## src/rtl/rs_age_ordered.sv

```systemverilog
// Out-of-order reservation station: CDB wakeup with dispatch bypass, single issue port.
// Define RS_AGE_ORDER_EN for oldest-first selection via an age matrix; otherwise lowest-index wins.
module rs_age_ordered #(
   parameter int NUM_SLOTS = 8,
   parameter int NUM_CDB   = 2,
   parameter int TAG_W     = 7,
   parameter int PAYLOAD_W = 32,
   localparam int IDX_W    = $clog2(NUM_SLOTS),
   localparam int OCC_W    = $clog2(NUM_SLOTS + 1)
) (
   input  logic                     clk,
   input  logic                     reset_n,
   input  logic                     flush,
   input  logic                     disp_valid,
   output logic                     disp_ready,
   input  logic [TAG_W-1:0]         disp_src1_tag,
   input  logic [TAG_W-1:0]         disp_src2_tag,
   input  logic                     disp_src1_rdy,
   input  logic                     disp_src2_rdy,
   input  logic [PAYLOAD_W-1:0]     disp_payload,
   input  logic [NUM_CDB-1:0]       cdb_valid,
   input  logic [NUM_CDB*TAG_W-1:0] cdb_tag,
   output logic                     issue_valid,
   input  logic                     issue_ready,
   output logic [TAG_W-1:0]         issue_src1_tag,
   output logic [TAG_W-1:0]         issue_src2_tag,
   output logic [PAYLOAD_W-1:0]     issue_payload,
   output logic [OCC_W-1:0]         occupancy
);

   logic [NUM_SLOTS-1:0]                valid_q, valid_d;
   logic [NUM_SLOTS-1:0]                src1_rdy_q, src1_rdy_d;
   logic [NUM_SLOTS-1:0]                src2_rdy_q, src2_rdy_d;
   logic [NUM_SLOTS-1:0][TAG_W-1:0]     src1_tag_q, src1_tag_d;
   logic [NUM_SLOTS-1:0][TAG_W-1:0]     src2_tag_q, src2_tag_d;
   logic [NUM_SLOTS-1:0][PAYLOAD_W-1:0] payload_q, payload_d;

   logic [NUM_SLOTS-1:0] runnable, candidates;
   logic [IDX_W-1:0]     sel_idx, alloc_idx;
   logic                 disp_fire, issue_fire;

   function automatic logic cdb_hit(input logic [TAG_W-1:0]         tag,
                                    input logic [NUM_CDB-1:0]       vld,
                                    input logic [NUM_CDB*TAG_W-1:0] tags);
      logic hit;
      hit = 1'b0;
      for (int p = 0; p < NUM_CDB; p++)
         if (vld[p] && tags[p*TAG_W +: TAG_W] == tag) hit = 1'b1;
      return hit;
   endfunction

   assign runnable = valid_q & src1_rdy_q & src2_rdy_q;

`ifdef RS_AGE_ORDER_EN
   logic [NUM_SLOTS-1:0][NUM_SLOTS-1:0] age_q, age_d;
   logic [NUM_SLOTS-1:0]                older_rdy;

   // A runnable slot is blocked if any other runnable slot is older than it.
   always_comb begin
      older_rdy = '0;
      for (int i = 0; i < NUM_SLOTS; i++)
         for (int j = 0; j < NUM_SLOTS; j++)
            if (runnable[j] && age_q[j][i]) older_rdy[i] = 1'b1;
   end
   assign candidates = runnable & ~older_rdy;
`else
   assign candidates = runnable;
`endif

   always_comb begin
      sel_idx   = '0;
      alloc_idx = '0;
      for (int i = NUM_SLOTS - 1; i >= 0; i--) begin
         if (candidates[i]) sel_idx   = IDX_W'(i);
         if (!valid_q[i])   alloc_idx = IDX_W'(i);
      end
   end

   always_comb begin
      occupancy = '0;
      for (int i = 0; i < NUM_SLOTS; i++) occupancy = occupancy + OCC_W'(valid_q[i]);
   end

   assign disp_ready  = (~&valid_q) & ~flush;
   assign issue_valid = (|runnable) & ~flush;
   assign disp_fire   = disp_valid & disp_ready;
   assign issue_fire  = issue_valid & issue_ready;

   always_comb begin
      issue_src1_tag = '0;
      issue_src2_tag = '0;
      issue_payload  = '0;
      if (issue_valid) begin
         issue_src1_tag = src1_tag_q[sel_idx];
         issue_src2_tag = src2_tag_q[sel_idx];
         issue_payload  = payload_q[sel_idx];
      end
   end

   always_comb begin
      valid_d    = valid_q;
      src1_tag_d = src1_tag_q;
      src2_tag_d = src2_tag_q;
      payload_d  = payload_q;
      for (int i = 0; i < NUM_SLOTS; i++) begin
         src1_rdy_d[i] = src1_rdy_q[i] | cdb_hit(src1_tag_q[i], cdb_valid, cdb_tag);
         src2_rdy_d[i] = src2_rdy_q[i] | cdb_hit(src2_tag_q[i], cdb_valid, cdb_tag);
      end
      if (issue_fire) valid_d[sel_idx] = 1'b0;
      // Dispatch bypass: a broadcast in the dispatch cycle is captured with the entry.
      if (disp_fire) begin
         valid_d[alloc_idx]    = 1'b1;
         src1_tag_d[alloc_idx] = disp_src1_tag;
         src2_tag_d[alloc_idx] = disp_src2_tag;
         payload_d[alloc_idx]  = disp_payload;
         src1_rdy_d[alloc_idx] = disp_src1_rdy | cdb_hit(disp_src1_tag, cdb_valid, cdb_tag);
         src2_rdy_d[alloc_idx] = disp_src2_rdy | cdb_hit(disp_src2_tag, cdb_valid, cdb_tag);
      end
      if (flush) valid_d = '0;
   end

`ifdef RS_AGE_ORDER_EN
   always_comb begin
      age_d = age_q;
      if (issue_fire) begin
         age_d[sel_idx] = '0;
         for (int j = 0; j < NUM_SLOTS; j++) age_d[j][sel_idx] = 1'b0;
      end
      // New entry is younger than every survivor; the issuing slot is already cleared.
      if (disp_fire) begin
         age_d[alloc_idx] = '0;
         for (int j = 0; j < NUM_SLOTS; j++)
            age_d[j][alloc_idx] = valid_q[j] & ~(issue_fire && sel_idx == IDX_W'(j));
      end
      if (flush) age_d = '0;
   end

   always_ff @(posedge clk or negedge reset_n) begin
      if (!reset_n) age_q <= '0;
      else          age_q <= age_d;
   end
`endif

   always_ff @(posedge clk or negedge reset_n) begin
      if (!reset_n) begin
         valid_q    <= '0;
         src1_rdy_q <= '0;
         src2_rdy_q <= '0;
         src1_tag_q <= '0;
         src2_tag_q <= '0;
         payload_q  <= '0;
      end else begin
         valid_q    <= valid_d;
         src1_rdy_q <= src1_rdy_d;
         src2_rdy_q <= src2_rdy_d;
         src1_tag_q <= src1_tag_d;
         src2_tag_q <= src2_tag_d;
         payload_q  <= payload_d;
      end
   end

endmodule

```

## config.mk

```make
export PLATFORM = sky130hd
export DESIGN_NAME = rs_age_ordered
export DESIGN_NICKNAME = d
export VERILOG_FILES = /design/src/rtl/rs_age_ordered.sv
export SDC_FILE = /design/constraint.sdc
export NUM_CORES = 1
export LEC_CHECK = 0
export ABC_AREA = 1
export CAP_MARGIN = 20
export CORE_AREA = 2 2 229 231
export CTS_BUF_LIST = sky130_fd_sc_hd__clkbuf_4 sky130_fd_sc_hd__clkbuf_8
export DETAILED_ROUTE_END_ITERATION = 10
export DIE_AREA = 0 0 231 233
export PLACE_DENSITY_LB_ADDON = 0.05
export REMOVE_ABC_BUFFERS = 1
export SYNTH_ARGS = -nofsm -noshare
export SYNTH_HDL_FRONTEND = slang
export SYNTH_SLANG_ARGS = --single-unit
```

## constraint.sdc

```tcl
create_clock -name clk -period 4.9 [get_ports clk]
set_input_delay 0.98 -clock clk [delete_from_list [all_inputs] [get_ports clk]]
set_output_delay 0.98 -clock clk [all_outputs]
set_load 0.02 [all_outputs]
```

# Yosys cells after proc, flatten, opt, wreduce, memory -nomap -nowiden
# Index checks and enable logic that the tools add are counted.
[classes]
bitwise_logic = 28
reduce_logical = 41
mux = 81
n_lt_le_gt_ge = 4
addsub = 7
n_eq_ne = 36
[op_table]
columns = ["operator", "n"]
rows = [
  ["$bwmux W256", 1],
  ["$eq A7 B7 Y1", 36],
  ["$bwmux W56", 2],
  ["$bmux W32 S3", 1],
  ["$demux W32 S3", 1],
  ["$mux W32", 3],
  ["$mux W3", 16],
  ["$bmux W7 S3", 2],
  ["$mux W1", 40],
  ["$mux W8", 5],
  ["$logic_and A1 B1 Y1", 38],
  ["$mux W7", 5],
  ["$and A8 B8 Y8", 3],
  ["$demux W7 S3", 1],
  ["$or A1 B1 Y1", 18],
  ["$add A4 B1 Y4", 4],
  ["$bwmux W8", 2],
  ["$lt A3 B4 Y1 const B", 2],
  ["$not A8 Y8", 1],
  ["$or A8 B8 Y8", 1],
  ["$reduce_and A8 Y1", 1],
  ["$reduce_or A8 Y1", 1],
  ["$demux W1 S3", 2],
  ["$ge A3 B1 Y1 const B", 2],
  ["other kinds (6)", 9],
]
[totals]
word_cells = 224
inputBits = 69
register_bits = 392

# Logic depth before layout (Yosys ltp)
[depth]
word_depth = 20
ltp_mapped = 15

# Worst setup path before layout
# Ideal clock, no wire load.
[synth_timing]
path_type = "flip-flop to output port"
startpoint = "register valid_q[0]"
endpoint = "output port occupancy[2]"
required_time_ns = 3.920
stages_incl_launch_ff = 10
setup_slack_ns = 0.945
t_arrival_ns = 2.975
n_path_buf = 0
cell_sequence = "dfrtp_1 -> fa_1 -> inv_1 -> fa_1 -> fa_1 -> inv_1 -> ha_1 -> inv_1 -> fa_1 -> xnor2_1"
[synth_between]
elab_chain_cells = 7
[synth_lines]
columns = ["item", "line_no", "text"]
rows = [
  ["from (decl)", "31", "logic [NUM_SLOTS-1:0] valid_q, valid_d;"],
  ["from (signal assigned)", "153", "valid_q <= valid_d;"],
  ["$add A1 B1 Y2", "81", "for (int i = 0; i < NUM_SLOTS; i++) occupancy = occupancy + OCC_W'(valid_q[i]);"],
  ["$add A2 B1 Y3", "81", ""],
  ["$add A3 B1 Y4", "81", ""],
  ["$add A4 B1 Y4 (4 in series)", "81", ""],
  ["to (decl)", "28", "output logic [OCC_W-1:0] occupancy"],
]
# No other way between the ends.

# Final worst setup path
[layout_timing]
startpoint = "register valid_q[1]"
endpoint = "output port occupancy[1]"
# The elaborated chain is that of the path after synthesis.

==> reports/metrics.cfg <==
[cells_and_area]
multiInputGateArea_um2 = 10900
diodes = 0
nets = 3251
seqCellArea_um2 = 9810
area_growth_pct = 14.7
drive_above_1_share_pct = 7.25
final_cell_area_um2 = 26100
fillerInstances = 5095

[detailed_routing]
route.vias.total = 21800
drt-pass1-iter-count = 6
drt-wirelength-per-cell_um = 20.2
vias_per_cell = 5.59
drt_iter0_drc = 2200
drtAntennaViolNets = 0
drc = 0
wl_mm = 78.8

[synthesis]
yosysMostFrequentCell = nand2_1
synth_flop_cell = dfrtp_1
syn_area_um2 = 22800
synth-compound-area-share_pct = 15.6
synth_fa_ha_area_share_pct = 0.571
synth-xor-area-share_pct = 2.04
ys_top_cells_by_count = 861 x nand2_1, 392 x dfrtp_1, 361 x o21ai_0
synth_warnings = 0
ys_seq_area_share_pct = 43.0
synthTopCellsByArea = dfrtp_1 43%, nand2_1 14%, o21ai_0 7.9%
synthMuxAreaShare_pct = 0
synth_edf_count = 0
async_flop_share_pct = 100
synthSimpleGateAreaFrac_pct = 29.2
synth.top_cell.area_share_pct = 43.0
avgSynthCellArea_um2 = 7.29
ys_ff_latch = 392
yosys.area.top_type = dfrtp_1
synth_top_family_by_area = simple AND/OR/NAND/NOR gates
synth_cell_types = 40
synth_cells = 3127

[floorplanning]
start_util_pct = 44.6
die_x_um = 231
core_area_um2 = 51100
rows = 83
die_y_um = 233
num_io_pins = 121
die_area_um2 = 53800

[hold_path]
hp-class = primary input to async pin

[sta]
rsz0062_at_grt = false
slew_violations = 0
max_slew_margin_pct = 27.7
hold_viol = 0
tightest_slew_ns = 1.09
skew_ns = 0.0446
max_freq_mhz = 213
layout_setup_ws_ns = 0.201
period_needed_ns = 4.70
finalSetupViolCount = 0
timing.final.crit_share_pct = 95.9

[critical_path]
cpLargestDelayFamily = adder cells
setup.worst_path.end_class = output port
crit_chain = fa_1, inv_1, fa_1, fa_1, inv_1, ha_1, inv_1, fa_1, inv_1, dlygate4sd2_1
crit_arrival_ns = 3.72
cpPeakStageDelay_ns = 0.53
path_class = flop to output port
cpMaxStageDelayCell = fa_1
crit_buf_inv = 5
cp_max_fo = 6
cp.required_ns = 3.92
worstSetupStartpointType = flop

[global_route]
grt_pass1_wl_mm = 123
grt_use_met1_pct = 39.6
use_met2_pct = 47.5
grt.busiest_layer = met2
antenna_found_initial = 1
overflow = 0
grtUsageMet3_pct = 5.40
grt_util_all_layers_pct = 29.5
grt_max_degree = 140
grt_pass1_vias = 21300

[run_status]
outcome = complete, no violations

[placed_design]
io_buffers = 120
hpwlAfterDp_mm = 47.4
gp_congestion = 0.937
dp_worst_setup_slack_ns = 0.512
place_area_um2 = 24500

[power]
peakVddDrop_v = 0.000229
p_leak_nw = 11.8
powerDensity_nw_per_um2 = 313

[clocking]
cts_tree = yes
insertion_delay_ns = 0.68
cts-buffers-inserted = 73
cts.clk_slew.worst_paths_ns = 0.06
cts-root-buf = clkbuf_8
cts_max_level = 3
clk_path_buf_depth = 3
cts_sinks = 392
cts-hold-fix-buffers = 0

[job]
drv_cap = 0

## report_power, final
group	switching [mW]	leakage [nW]	internal [mW]
sequential	0.168	5.26	3.47
clock	1.46	0.848	2.03
combinational	0.701	5.70	0.362
## state kept, by name, summed over array words and instances, names as in the netlist
| name | cells |
|---|---|
| payload_q | 256 |
| src1_rdy_q | 8 |
| src1_tag_q | 56 |
| src2_rdy_q | 8 |
| src2_tag_q | 56 |
| valid_q | 8 |
## cell usage in the layout, fill, tap and decap left out, types with 2 or more instances in the layout
master	n
fa_1	4
inv_1	275
nand4_1	17
bufinv_16	3
nand2_4	7
clkbuf_4	24
nand2_1	860
inv_2	6
a211oi_1	18
o221ai_1	9
xor2_1	43
a221oi_1	4
nor4_1	10
clkdlybuf4s50_1	117
nor3_2	2
a21oi_1	72
clkinv_1	3
buf_12	12
o21ai_1	111
xnor2_1	10
buf_4	61
nand3_1	201
o2111ai_1	25
o22ai_1	49
ha_1	4
clkinv_2	4
nor2_1	218
o21ai_0	361
o211ai_1	3
nor2_2	2
dfrtp_1	391
nor3_1	44
nand2_2	4
nand3b_1	141
clkbuf_8	92
nor2_4	4
## cell families (layout without fill, tap and decap cells)
| kind of cell | after synthesis | in the layout |
|---|---|---|
| AOI/OAI and AO/OA | 656 | 656 |
| and+or+nand+nor | 1511 | 1512 |
| DFF | 392 | 392 |
| adders and majority gates | 8 | 8 |
| buffers and inverters | 507 | 605 |
| xor gates and xnor gates | 53 | 53 |
## worst paths after layout
check	start	end	slack, ns	cells past startpoint
min in group clk	payload_q[249]$_DFFE_PN0P_	payload_q[249]$_DFFE_PN0P_	0.48	2
max reg2reg	valid_q[7]$_DFF_PN0_	src2_rdy_q[2]$_DFF_PN0_	2.08	13
max in group asynchronous	reset_n	payload_q[108]$_DFFE_PN0P_	3.49	2
min reg2reg	payload_q[249]$_DFFE_PN0P_	payload_q[249]$_DFFE_PN0P_	0.48	2
min	reset_n	src1_tag_q[35]$_DFFE_PN0P_	0.39	1
max	valid_q[1]$_DFF_PN0_	occupancy[1]	0.20	10
## per-layer routing
metal / up-vias / share of wire [%]
li1: 10300 / -
met1: 10500 / 44
met2: 841 / 45
met3: 185 / 7.3
met4: 2 / 3.3
met5: - / 0.016
## cell type report
cell class                 count  area share [%]
clock buffer                 116            5.53
clock inverter                11           0.589
inverter                     284            4.08
multi-input combinational   2229            41.7
sequential                   392            37.5
tap                          680            3.25
timing repair buffer         194            7.36
## worst reg2reg max path, cell delays in order (launching register included)
cell	delay [ns]
dfrtp_1	0.46
inv_2	0.11
nand2_1	0.05
a21oi_1	0.16
o21ai_1	0.08
nand2_1	0.08
nand2_2	0.13
nand2_1	0.14
nor2_4	0.03
buf_4	0.19
inv_2	0.62
buf_4	0.46
o21ai_0	0.15
nand2_1	0.08
## through the flow
stage	utilization, %	total power, mW	setup TNS (ns)	instances	hold slack, ns
4_1_cts	51.0	8.24	0	3901	0.405
3_5_place_dp	47.9	4.74	0	3774	0.464
5_1_grt	51.2	8.56	0	3906	0.436
6_report	51.2	8.19	0	3906	0.388
3_3_place_gp	47.9	4.71	0	3774	0.457
2_1_floorplan	-	4.22	-123.91	2904	0.444
## repair_timing
item | in CTS | in global routing
cloned | 0 | 1
pin swaps | 0 | 1
setup buffers | 0 | 2
resized for setup | 2 | 3
setup endpoints to repair | 2 | 26
No activity file was read; power rests on OpenSTA's default activity.
